[src/rtl/noise_word_fifo.sv]
// noise_word_fifo: samples the asynchronous avalanche noise pin, takes one
// raw bit per rising noise edge (the value of a free-running toggle bit),
// packs the accepted bits MSB-first into 32-bit words and buffers the words
// in a FIFO that software pops one word per read strobe.
// Build option: define NOISE_DEBIAS_EN to enable von Neumann debiasing of
// the raw bits. When it is undefined every raw bit is accepted directly.
module noise_word_fifo #(
    parameter int FIFO_ADDR_BITS = 3
) (
    input  logic                      sys_clk,
    input  logic                      sys_rst,
    input  logic                      noise_in,
    input  logic                      rd_en,
    input  logic                      clr_overflow,
    output logic [31:0]               data_out,
    output logic                      rd_ack,
    output logic [FIFO_ADDR_BITS:0]   fifo_count,
    output logic                      fifo_empty,
    output logic                      overflow
);

    localparam int DEPTH = 1 << FIFO_ADDR_BITS;
    localparam logic [FIFO_ADDR_BITS:0]   FULL_COUNT = {1'b1, {FIFO_ADDR_BITS{1'b0}}};
    localparam logic [FIFO_ADDR_BITS:0]   CNT_ONE    = 1;
    localparam logic [FIFO_ADDR_BITS-1:0] PTR_ONE    = 1;

    // Synchroniser, toggle source and word assembler state.
    logic        n1_q, n2_q, n3_q;
    logic        t_q;
    // Only 31 bits are stored: the 32nd accepted bit goes straight into the
    // pushed word, so the top of a full 32-bit shifter would never be read.
    logic [30:0] sr_q;
    logic [4:0]  bit_cnt_q;

    // FIFO state.
    logic [31:0]               mem [DEPTH];
    logic [FIFO_ADDR_BITS-1:0] wr_ptr_q, rd_ptr_q;
    logic [FIFO_ADDR_BITS:0]   count_q, count_d;
    logic [31:0]               data_q;
    logic                      ack_q;
    logic                      ovf_q, ovf_d;

    logic        edge_w;
    logic        raw_bit;
    logic        acc_valid;
    logic        acc_bit;
    logic        push_w;
    logic [31:0] push_word;
    logic        full_w;
    logic        pop_w;
    logic        wr_ok;
    logic        drop_w;

    // A rising noise edge is seen once it has crossed two flops.
    assign edge_w  = n2_q & ~n3_q;
    assign raw_bit = t_q;

`ifdef NOISE_DEBIAS_EN
    logic phase_q;   // 0: next raw bit is the first of a pair
    logic first_q;   // first bit of the pair in progress

    // Pair tracking for von Neumann debiasing.
    always_ff @(posedge sys_clk or posedge sys_rst) begin
        if (sys_rst) begin
            phase_q <= 1'b0;
            first_q <= 1'b0;
        end else if (edge_w) begin
            phase_q <= ~phase_q;
            if (!phase_q) first_q <= raw_bit;
        end
    end

    // Only an unequal pair yields a bit, and that bit is the pair's first.
    assign acc_valid = edge_w & phase_q & (first_q != raw_bit);
    assign acc_bit   = first_q;
`else
    assign acc_valid = edge_w;
    assign acc_bit   = raw_bit;
`endif

    assign push_w    = acc_valid & (bit_cnt_q == 5'd31);
    assign push_word = {sr_q, acc_bit};

    assign full_w = (count_q == FULL_COUNT);
    assign pop_w  = rd_en & (count_q != '0);
    // A full FIFO still takes the word when a pop frees the head slot.
    assign wr_ok  = push_w & (~full_w | pop_w);
    assign drop_w = push_w & full_w & ~pop_w;

    // Next-state for the occupancy count and the sticky overflow flag.
    always_comb begin
        // NOTE: every output of a combinational block gets a default first,
        // otherwise paths that skip an assignment infer a latch.
        count_d = count_q;
        ovf_d   = ovf_q;
        if (wr_ok && !pop_w)      count_d = count_q + CNT_ONE;
        else if (pop_w && !wr_ok) count_d = count_q - CNT_ONE;
        if (clr_overflow) ovf_d = 1'b0;
        if (drop_w)       ovf_d = 1'b1;   // a new drop beats a clear
    end

    // Synchroniser, toggle bit and bit assembler.
    always_ff @(posedge sys_clk or posedge sys_rst) begin
        // NOTE: sequential state uses non-blocking assignments so every flop
        // samples the pre-edge values, regardless of statement order.
        if (sys_rst) begin
            n1_q      <= 1'b0;
            n2_q      <= 1'b0;
            n3_q      <= 1'b0;
            t_q       <= 1'b0;
            sr_q      <= '0;
            bit_cnt_q <= '0;
        end else begin
            n1_q <= noise_in;
            n2_q <= n1_q;
            n3_q <= n2_q;
            t_q  <= ~t_q;
            if (acc_valid) begin
                sr_q      <= {sr_q[29:0], acc_bit};
                bit_cnt_q <= bit_cnt_q + 5'd1;   // wraps to 0 on the push
            end
        end
    end

    // Word storage, written synchronously.
    always_ff @(posedge sys_clk) begin
        // NOTE: storage has no reset; entries are only read after being
        // written, and leaving it unreset lets it map onto RAM.
        if (wr_ok) mem[wr_ptr_q] <= push_word;
    end

    // Pointers, count, overflow flag and the registered read port.
    always_ff @(posedge sys_clk or posedge sys_rst) begin
        if (sys_rst) begin
            wr_ptr_q <= '0;
            rd_ptr_q <= '0;
            count_q  <= '0;
            ovf_q    <= 1'b0;
            data_q   <= '0;
            ack_q    <= 1'b0;
        end else begin
            count_q <= count_d;
            ovf_q   <= ovf_d;
            ack_q   <= pop_w;
            if (wr_ok) wr_ptr_q <= wr_ptr_q + PTR_ONE;
            if (pop_w) rd_ptr_q <= rd_ptr_q + PTR_ONE;
            // A read of an empty FIFO returns zero; no read holds the word.
            if (rd_en) data_q <= pop_w ? mem[rd_ptr_q] : 32'h0;
        end
    end

    assign data_out   = data_q;
    assign rd_ack     = ack_q;
    assign fifo_count = count_q;
    assign fifo_empty = (count_q == '0);
    assign overflow   = ovf_q;

endmodule

[config.mk]
export PLATFORM = sky130hd
export DESIGN_NAME = noise_word_fifo
export DESIGN_NICKNAME = d
export VERILOG_FILES = /design/src/rtl/noise_word_fifo.sv
export SDC_FILE = /design/constraint.sdc
export NUM_CORES = 1
export LEC_CHECK = 0
export BUFFER_PORTS_ARGS = -buffer_cell sky130_fd_sc_hd__buf_2
export CORE_ASPECT_RATIO = 1.4
export CORE_UTILIZATION = 40
export CTS_CLUSTER_SIZE = 10
export DETAILED_ROUTE_END_ITERATION = 16
export GPL_TIMING_DRIVEN = 0
export PLACE_DENSITY = 0.55
export SETUP_SLACK_MARGIN = 0.4
export SYNTH_ARGS = -nofsm -noshare
export SYNTH_HDL_FRONTEND = slang
export SYNTH_SLANG_ARGS = --single-unit
[constraint.sdc]
create_clock -name sys_clk -period 5 [get_ports sys_clk]
set_clock_uncertainty 0.1 [all_clocks]
set_input_delay 0.25 -clock sys_clk [delete_from_list [all_inputs] [get_ports sys_clk]]
set_output_delay 0.25 -clock sys_clk [all_outputs]
set_load 0.05 [all_outputs]
Yosys cells after proc, flatten, opt, wreduce, memory -nomap -nowiden --
Memories as Yosys holds them, arrays and structs flattened. Cells that the tools add are included.
Cells by class: add/subtract/negate cells 5, eq/ne operators 2, mux-type cells 7, bitwise logic cells 11, reduce and logical (&&, ||, !) cells 8
Operators by type and width (count):
- 32-bit two-way mux | 1
- 4-bit two-way mux | 2
- 3-bit by 1-bit adder with 3-bit output (second input constant) | 2
- 1-bit bitwise AND | 6
- 5-bit by 1-bit adder with 5-bit output (second input constant) | 1
- 5-bit == test (second input constant) | 1
- 4-bit by 1-bit adder with 4-bit output (second input constant) | 1
- 4-bit == test (second input constant) | 1
- 4-bit zero test | 1
- 1-bit two-way mux | 4
- 1-bit NOT | 4
- 2-bit nonzero test | 2
- 4-bit nonzero test | 1
- 4-bit by 1-bit subtractor with 4-bit output (second input constant) | 1
- 1-bit logical AND | 2
- 1-bit zero test | 2
- 1-bit bitwise OR | 1
Storage, ports and cells: bits in registers 84, RAM bits 256, memories 1
Memory list:
- mem | words 8, bits a word 32, rd ports 1, clocked after memory_dff 0, write ports 1, line 36 | logic [31:0] mem [DEPTH];

Logic depth before layout (Yosys ltp) --
Gate-level depths: netlist (run 1).
word-level depth 8, gate-level depth with buffers 12, depth with buffers taken out 12

Worst setup path after synthesis (run 1) --
No wires, ideal clock.
path type reg-to-reg, start point register count_q[0] (netlist: fifo_count[0]), end point memory mem[4][0] (enable), data arrival time 3.734 ns, setup slack 0.698 ns, stages on the path, launching flop included 5, path through dfrtp_1 nor3_1 a21oi_2 nand2b_1 nor3b_1
On the way: word-level cells in the longest chain between the ends 6, elaborated cells between the ends (all ways) 8
RTL lines:
- start, declared | line 38 | logic [FIFO_ADDR_BITS:0] count_q, count_d;
- start signal, assigned | line 142 | count_q <= count_d;
- 4-bit nonzero test / 4-bit == test (equally long branches) | line 85, 84
- 1-bit bitwise AND / 1-bit NOT (equally long branches) | line 85, 87
- 1-bit bitwise OR * | line 87 | assign wr_ok = push_w & (~full_w | pop_w);
- 1-bit bitwise AND * | line 87
- net wr_ok | line 51 | logic wr_ok;
- 1-bit two-way mux * | line 129 | if (wr_ok) mem[wr_ptr_q] <= push_word;
- 1-bit two-way mux (implied by the code) * | line 129
- end, declared | line 36
Mark *: on every way through the listed nets, which the timed path passes. The rest lies on a longest branch.

Worst setup path in the final report (run 1) --
start point register count_q[0] (netlist: fifo_count[0]), end point register count_q[3] (netlist: fifo_count[3])
On the way: word-level cells in the longest chain between the ends 7, elaborated cells between the ends (all ways) 15
RTL lines:
- 4-bit nonzero test * | line 85 | assign pop_w = rd_en & (count_q != '0);
- 1-bit bitwise AND * | line 85
- net pop_w | line 50 | logic pop_w;
- 1-bit bitwise OR | line 87
- 1-bit bitwise AND | line 87
- 1-bit zero test | line 97 | else if (pop_w && !wr_ok) count_d = count_q - CNT_ONE;
- 1-bit logical AND | line 97
- 2-bit nonzero test (no line)
Mark *: on every way through the listed nets, which the timed path passes. The rest lies on a longest branch. The select of a mux whose other input is x is not followed. A chain may end at the register's enable or synchronous reset.

==> run summary, run 1 <==
Area of the multi-input gates: 2990 um2
Distinct cells, synth: 41
I/O pin count: 44
Top cell type's share of synthesized area: 58.5%
Synth Area in Simple Gates: 6.68%
GR Util All Layers: 17.6%
Min-delay worst type: in -> async
Drt initial violations: 432
Synth Net Count: 816
CP delay by family, top: compound AO/OA/AOI/OAI gates
Final hold vios: 0
Antenna Violating Nets Remaining: 0
Crit path launch type: register
Syn Std Cell Area: 13100 um2
Max stage delay on crit path: 0.53 ns
Via count: 6944
CTS tree: built
Final min period: 3.45 ns
Status: finished clean
Largest net degree at the start of global routing: 64
Final #Nets: 929
Fin area: 15500 um2
WP data arrival: 3.75 ns
Vias in the first global route: 7039
Clk Latency, worst-skew pair: 0.52 ns
Ant. Diodes: 0
Yosys top cell by area: edfxtp_1
Crit Path Category: reg -> reg
Quantity of I/O buffers inserted on ports: 43
Slowest cell on the critical path: a2111oi_0
Post-synthesis xor/xnor area fraction: 0.599%
Reg area: 9790 um2
Measured slew at the worst slew-check pin: 1.02 ns
H-tree depth: 2
Fraction of layout instances using a drive strength above 1: 18.3%
Area grow syn2layout: 17.5%
Die Width: 155 um
Syn avg cell area: 16.4 um2
Worst setup startpoint: fifo_count[0]
Main combinational cell family by area after synthesis: multiplexers
Area after DPL: 14300 um2
Cts bufs inserted: 39
WL final: 28.2 mm
First-pass GRT wire length: 43.5 mm
Dpl cells: 1311
Overall power: 8.55 mW
Row cnt: 78
Clock buffer depth: 3
Synth top area cells: edfxtp_1 (58%), dfrtp_1 (16%), mux4_2 (5.5%), mux2i_1 (4.9%), nand2_1 (3.2%)
Root buf cell: clkbuf_16
Critical path required time: 5.30 ns
Buf/Inv on CP: 4
Pwr dens: 553 nW/um2
Core area: 32400 um2
Post-synth ARST share: 24.7%
Post-synthesis adder-cell area fraction: 0.818%
Setup crit end kind: register
Total grt overflow: 0
Die Area: 33600 um2
CTS resizes: 0
Drt via density: 5.02
Post-synthesis mux area share: 10.6%
FMAX: 290 MHz
Wire per inst: 20.4 um
Non-filler cells, final: 1384
Compound-Gate Fraction of Synth Area: 3.65%
Setup TNS: 0 ns
Leakage: 5.88 nW
Die height: 217 um
# clock sinks: 340
Placer Congestion: 0.690
Synthesized instance count: 803
CP Max Fanout: 10
CTS Hold Buffers Added: 4
Post-synth EDFFs: 256
Post-CTS Repair Setup Buffers: 0
Fillcell total: 2832
Clk slew on worst S/H paths: 0.06 ns
DRT Pass-1 Iters: 5
Final setup violation count: 0
Unrepaired setup endpoints after global routing: false
Drt drc: 0
Tcrit/Tclk final: 69.0%
Antenna violations before repair: 0
FF-to-FF Start: fifo_count[0]
Initial core utilization: 40.6%
#FFs+latches synth: 340
Register area share after synthesis: 74.5%
DP Wirelength: 18.2 mm
Yosys Warn Count: 0
Primary FF master, synth: edfxtp_1
VDD IR max: 0.000278 V
Max Slew Vio Count: 0
Slew HR: 31.5%
Max cap viols: 0
Worst path cell trace: nor4_2 -> nor2b_1 -> buf_2 -> buf_2 -> inv_1 -> ha_1 -> inv_1 -> ha_1 -> a21o_1 -> a2111oi_0 -> a31oi_1 -> a221o_1
cells in the mapped netlist, types with 23 or more instances:
| library cell | number |
|---|---|
| a22oi_1 | 24 |
| clkbuf_1 | 23 |
| dfrtp_1 | 84 |
| edfxtp_1 | 256 |
| inv_1 | 37 |
| mux2i_1 | 64 |
| mux4_2 | 32 |
| nand2_1 | 112 |
| nand2b_1 | 26 |
| nand3_1 | 32 |
| o21ai_1 | 32 |
report_power, final:
group	switching (mW)	leakage (nW)	internal (mW)	total [mW]
registers	0.183	3.44	3.29	3.47
logic	1.60	1.90	0.928	2.52
clock network	1.03	0.538	1.52	2.55
layer usage:
layer,global-route usage (%),up-vias,wire [um]
li1,-,3218,-
met1,22.5,3568,12000
met2,30.8,123,14700
met3,2.60,35,909
met4,5.65,0,585
met5,0,-,0
placed cells by master (no fill, tap or decap), types with 4 or more instances in the layout:
master / synthesis / routed
edfxtp_1: 256 / 256
nand2_1: 112 / 112
dfrtp_1: 84 / 84
mux2i_1: 64 / 64
clkbuf_1: 23 / 51
buf_2: 8 / 51
clkbuf_16: 0 / 41
inv_1: 37 / 36
mux4_2: 32 / 32
nand3_1: 32 / 32
o21ai_1: 32 / 32
buf_6: 7 / 28
nand2b_1: 26 / 26
a22oi_1: 24 / 24
o2111ai_1: 8 / 8
xnor2_1: 7 / 7
ha_1: 7 / 7
buf_12: 3 / 5
nor2b_1: 5 / 5
nor3b_2: 0 / 4
dlygate4sd3_1: 0 / 4
worst paths after layout:
path	slack [ns]	to	cells past startpoint
setup / recovery	1.55	fifo_count[3]	12
setup reg to reg	1.55	fifo_count[3]	12
min in group sys_clk	0.25	n2_q	0
hold / removal	0.15	data_out[9]	3
hold reg to reg	0.25	n2_q	0
max in group asynchronous	3.99	sr_q[29]	4
state kept, by name, summed over array words and instances (netlist names):
| name | cells |
|---|---|
| mem | 256 |
| data_out | 32 |
| sr_q | 31 |
| bit_cnt_q | 5 |
| fifo_count | 4 |
| rd_ptr_q | 3 |
| wr_ptr_q | 3 |
| acc_bit | 1 |
| n1_q | 1 |
| n2_q | 1 |
| n3_q | 1 |
| overflow | 1 |
| rd_ack | 1 |
stage by stage:
stage	setup WS (ns)	utilization (%)	hold slack [ns]
floorplan	0.698	-	0.181
global placement	-2.38	42.9	0.236
detailed placement	1.59	44.1	0.157
CTS	1.55	47.7	0.148
global route	1.45	47.7	0.180
finish	1.55	47.7	0.147
area by class of cell:
type,count,share of cell area [%]
inverters,37,0.915
repair buffers,72,3.72
well taps,440,3.56
plain buffers,44,1.81
clock buffers,69,7.32
flip-flops and latches,340,63.4
multi-input cells,382,19.3
tightest hold or removal path, stage by stage:
cell and delay, ns:
dlygate4sd3_1 0.52, buf_2 0.13, inv_4 0.25
cell families (layout without fill, tap and decap cells):
family / after synthesis / after routing
compound gates: 74 / 74
xor+xnor: 9 / 9
fa+ha+maj: 8 / 8
buf+inv: 81 / 222
flops: 340 / 340
mux: 99 / 99
simple gates: 192 / 192
Power figures use the tool's default switching activity.
==> inputs of run 2 (changes only) <==
--- a/config.mk
+++ b/config.mk
@@ -11,7 +11,7 @@
 export CTS_CLUSTER_SIZE = 10
 export DETAILED_ROUTE_END_ITERATION = 16
 export GPL_TIMING_DRIVEN = 0
-export PLACE_DENSITY = 0.55
+export PLACE_DENSITY = 0.57
 export SETUP_SLACK_MARGIN = 0.4
 export SYNTH_ARGS = -nofsm -noshare
 export SYNTH_HDL_FRONTEND = slang
==> constraint.sdc (replaced) <==
create_clock -name sys_clk -period 2.9 [get_ports sys_clk]
set_clock_uncertainty 0.1 [all_clocks]
set_input_delay 0.145 -clock sys_clk [delete_from_list [all_inputs] [get_ports sys_clk]]
set_output_delay 0.145 -clock sys_clk [all_outputs]
set_load 0.05 [all_outputs]
==> run summary, run 2 (same netlist as run 1, synthesis figures left out) <==
Status: finished clean
Clk Latency, worst-skew pair: 0.53 ns
Final min period: 2.71 ns
Final core utilization: 51.1%
CP Max Fanout: 4
Wire per inst: 21.7 um
FMAX: 368 MHz
Tcrit/Tclk final: 93.6%
Leakage: 6.32 nW
CTS tree: built
I/O pin count: 44
Min-delay worst type: in -> reg
Root buf cell: clkbuf_16
Max cap viols: 0
First-pass GRT wire length: 46.9 mm
Setup TNS: 0 ns
Drt via density: 5.07
Net Switching: 5.00 mW
Antenna violations before repair: 0
Slew HR: 36.9%
Max reg flops: 256
Placer Congestion: 0.701
Setup slack on the worst flop-to-flop path: 0.19 ns
Initial core utilization: 40.6%
Core area: 32400 um2
Crit Path Category: reg -> reg
Non-filler cells, final: 1436
Die height: 217 um
Largest Register: mem
Area grow syn2layout: 25.9%
Total grt overflow: 0
Most frequent cells in the layout: edfxtp_1 (256), nand2_1 (111), dfrtp_1 (80)
Crit path launch type: register
Row cnt: 78
Largest net degree at the start of global routing: 48
Cts bufs inserted: 39
Power share of the clock group: 29.6%
Ant. Diodes: 0
Sequential power share: 39.8%
DP Wirelength: 17.9 mm
Setup crit end kind: register
WL final: 31.2 mm
Overall power: 15.0 mW
Pwr dens: 909 nW/um2
Unrepaired setup endpoints after global routing: true
Clk slew on worst S/H paths: 0.05 ns
# clock sinks: 340
Clock buffer depth: 3
Comb pwr share: 30.6%
DRT Pass-1 Iters: 5
Measured slew at the worst slew-check pin: 0.947 ns
Internal power: 10.0 mW
Final hold vios: 0
Via count: 7284
WP data arrival: 3.02 ns
GR Util All Layers: 19.2%
Drt initial violations: 544
Sw Ratio: 33.3%
Vias in the first global route: 7588
H-tree depth: 2
Drt drc: 0
VDD IR max: 0.000553 V
Critical path required time: 3.20 ns
Quantity of I/O buffers inserted on ports: 43
Antenna Violating Nets Remaining: 0
Most common cell after layout, fill and taps aside: edfxtp_1
Final setup violation count: 0
Dpl cells: 1302
Die Area: 33600 um2
Die Width: 155 um
Pre-CTS setup slack: -0.282 ns
Max Slew Vio Count: 0
Final #Nets: 980
PnR worst setup slack: 0.185 ns
Fraction of layout instances using a drive strength above 1: 24.1%
run 2: critical path, stage by stage, from the launching register on:
cell and delay [ns]:
dfrtp_1 0.36, ha_2 0.19, and3_4 0.19, ha_4 0.12
nand3b_1 0.14, a21oi_4 0.20, ha_4 0.19, inv_6 0.04
buf_6 0.12, ha_4 0.24, a2111oi_4 0.33, a31oi_1 0.07
a221o_1 0.32
run 2: path summary, 6_finish.rpt:
check                             startpoint            end  cells past startpoint
worst max-delay path            bit_cnt_q[1]  fifo_count[3]                     12
worst min-delay path                   rd_en       overflow                      4
worst max register to register  bit_cnt_q[1]  fifo_count[3]                     12
worst min register to register          n1_q           n2_q                      0
max in group asynchronous            sys_rst       sr_q[17]                      4
min in group asynchronous            sys_rst       overflow                      3
run 2: through the flow:
step	hold slack, ns	cell area (um2)
floorplan	0.0764	13300
finish	0.0807	16600
global route	0.109	16600
CTS	0.0550	16300
detailed placement	0.155	14400
global placement	0.154	14100
run 2: power groups by stage:
stage	registers [mW]	clock network [mW]	logic [mW]
floorplan	6.94	0	2.44
global placement	6.10	0	4.41
detailed placement	6.11	0	4.45
CTS	6.00	4.54	4.61
global route	6.05	4.73	4.96
finish	5.99	4.46	4.60
run 2: area by class of cell:
cell class              count  area [um2]
well taps                 440         551
inverters                  37         146
plain buffers              44         294
clock buffers              70        1130
repair buffers            123        1490
multi-input cells         382        3140
flip-flops and latches    340        9790
fillers                  2711       15800
run 2: what timing repair did:
| item | 4_1_cts | 5_1_grt |
|---|---|---|
| gates resized for setup | 26 | 23 |
| hold endpoints to repair | 50 | 0 |
| hold buffers | 4 | 0 |
| buffers inserted | 35 | 14 |
| cloned | 8 | 3 |
| pin swaps | 14 | 9 |
| endpoints found under the setup margin | 249 | 196 |
run 2: layer usage:
metal	part of all wire, %	wire [um]	GRT usage (%)	vias up
li1	-	-	-	3319
met1	40	12600	23.8	3755
met2	53	16700	34.2	164
met3	3.8	1180	2.92	46
met4	2.4	753	6.76	0
met5	0	0	0	-
==> inputs of run 3 (changes only) <==
--- a/config.mk
+++ b/config.mk
@@ -11,7 +11,7 @@
 export CTS_CLUSTER_SIZE = 10
 export DETAILED_ROUTE_END_ITERATION = 16
 export GPL_TIMING_DRIVEN = 0
-export PLACE_DENSITY = 0.57
+export PLACE_DENSITY = 0.68
 export SETUP_SLACK_MARGIN = 0.4
 export SYNTH_ARGS = -nofsm -noshare
 export SYNTH_HDL_FRONTEND = slang
==> run summary, run 3 (same netlist as run 1, synthesis figures left out) <==
Largest Register: mem
FMAX: 366 MHz
Sequential power share: 40.0%
HP Start: rd_en
Antenna violations before repair: 0
Most frequent cells in the layout: edfxtp_1 (256), nand2_1 (111), dfrtp_1 (80)
Most common cell after layout, fill and taps aside: edfxtp_1
Pre-CTS setup slack: -0.274 ns
Reg2Reg Depth: 12
Die Area: 33600 um2
Leakage: 6.15 nW
Initial core utilization: 40.6%
Worst Hold Path EP: overflow
GR Util All Layers: 17.7%
I/O pin count: 44
Internal power: 10.0 mW
Power share of the clock group: 29.5%
Fraction of layout instances using a drive strength above 1: 22.3%
Max stage delay on crit path: 0.43 ns
Largest net degree at the start of global routing: 49
CP delay by family, top: compound AO/OA/AOI/OAI gates
Final hold vios: 0
First-pass GRT wire length: 44.1 mm
Max Slew Vio Count: 0
Final setup violation count: 0
Total grt overflow: 0
Setup crit end kind: register
Fin area: 16200 um2
Ant. Diodes: 0
CP most frequent cell: ha_4
Antenna Violating Nets Remaining: 0
Cts bufs inserted: 39
Final #Nets: 959
Slowest cell on the critical path: dfrtp_2
Area after DPL: 14400 um2
Min-delay worst type: in -> reg
Reg area: 9790 um2
Measured slew at the worst slew-check pin: 0.816 ns
Vias in the first global route: 7552
Core area: 32400 um2
Worst path cell trace: nor4_4 -> nor2b_1 -> buf_6 -> buf_8 -> inv_2 -> ha_4 -> inv_6 -> ha_4 -> a21o_1 -> a2111oi_4 -> a31oi_1 -> a221o_1
Final min period: 2.73 ns
Dpl cells: 1301
# clock sinks: 340
Sw Ratio: 33.2%
Crit path launch type: register
Drt initial violations: 665
Area of the multi-input gates: 3140 um2
Final hold slack: 0.118 ns
DP Wirelength: 17.4 mm
Placer Congestion: 0.734
Comb pwr share: 30.5%
Area grow syn2layout: 23.6%
Non-filler cells, final: 1416
Root buf cell: clkbuf_16
Pwr dens: 924 nW/um2
Quantity of I/O buffers inserted on ports: 43
Net Switching: 4.99 mW
Drt drc: 0
Critical path required time: 3.19 ns
Worst reg2reg endpoint: fifo_count[3]
Max reg flops: 256
PnR worst setup slack: 0.169 ns
Buf/Inv on CP: 4
Drt via density: 5.15
Unrepaired setup endpoints after global routing: true
Clk Latency, worst-skew pair: 0.52 ns
Slew HR: 45.6%
Tcrit/Tclk final: 94.2%
CP Max Fanout: 10
VDD IR max: 0.000512 V
Status: finished clean
Die height: 217 um
Max cap viols: 0
Clk slew on worst S/H paths: 0.05 ns
CTS tree: built
Via count: 7299
Setup slack on the worst flop-to-flop path: 0.17 ns
Crit Path Category: reg -> reg
H-tree depth: 2
Row cnt: 78
WL final: 29.9 mm
Fillcell total: 2695
Die Width: 155 um
FF-to-FF Start: fifo_count[0]
WP data arrival: 3.02 ns
Clock buffer depth: 3
Wire per inst: 21.1 um
Hold depth: 4
Overall power: 15.0 mW
DRT Pass-1 Iters: 5
==> run 3: cell count changes in the layout (fill, tap and decap cells not counted), sizes merged <==
cell and delta:
bufbuf -8, clkbuf +4, buf -16
==> run 3: area by class of cell <==
class	count	share of cell area (%)
Sequential cell	340	60.3
Tap cell	440	3.39
Inverter	37	0.901
Multi-Input combinational cell	382	19.3
Timing Repair Buffer	102	7.28
Buffer	44	1.82
Clock buffer	71	7.01
==> run 3: how the worst max path moves through the flow <==
stage | from | end | slack, ns | depth (start not counted)
finish | fifo_count[0] | fifo_count[3] | 0.17 | 12
global route | fifo_count[0] | fifo_count[3] | 0.08 | 12
CTS | bit_cnt_q[0] | fifo_count[3] | 0.17 | 12
detailed placement | bit_cnt_q[0] | mem[5][26] | -0.27 | 9
global placement | sys_rst | fifo_count[3] | -1.22 | 2
floorplan | fifo_count[1] | fifo_count[3] | -0.32 | 11
==> run 3: layer usage <==
metal / track usage, % / vias to the layer above / wire length (um)
met5: 0 / - / 0
met4: 6.34 / 0 / 787
met3: 2.84 / 56 / 1520
met2: 32.2 / 227 / 16200
met1: 21.0 / 3739 / 11400
li1: - / 3277 / -
==> run 3: per-stage QoR <==
stage	utilization, %	setup TNS (ns)
detailed placement	44.5	-16.06
global route	50.2	0
finish	50.2	0
CTS	49.2	0
floorplan	-	-0.317
global placement	43.4	-296.09
==> run 3: tightest hold or removal path, stage by stage <==
cell	delay [ns]
buf_2	0.25
nor2b_1	0.14
nand2_1	0.07
o22ai_1	0.07
==> run 3: what timing repair did <==
item,4_1_cts,5_1_grt
cloned,0,8
resized for setup,11,12
pin swaps,14,7
hold buffers,4,0
hold endpoints to repair,40,0
endpoints found under the setup margin,249,174
setup buffers,26,6
==> run 3: power groups by stage <==
stage / registers (mW) / logic [mW] / clock network (mW)
6_report: 6.01 / 4.58 / 4.43
5_1_grt: 6.06 / 4.90 / 4.66
4_1_cts: 6.00 / 4.59 / 4.46
3_5_place_dp: 6.11 / 4.42 / 0
3_3_place_gp: 6.09 / 4.38 / 0
2_1_floorplan: 6.94 / 2.44 / 0
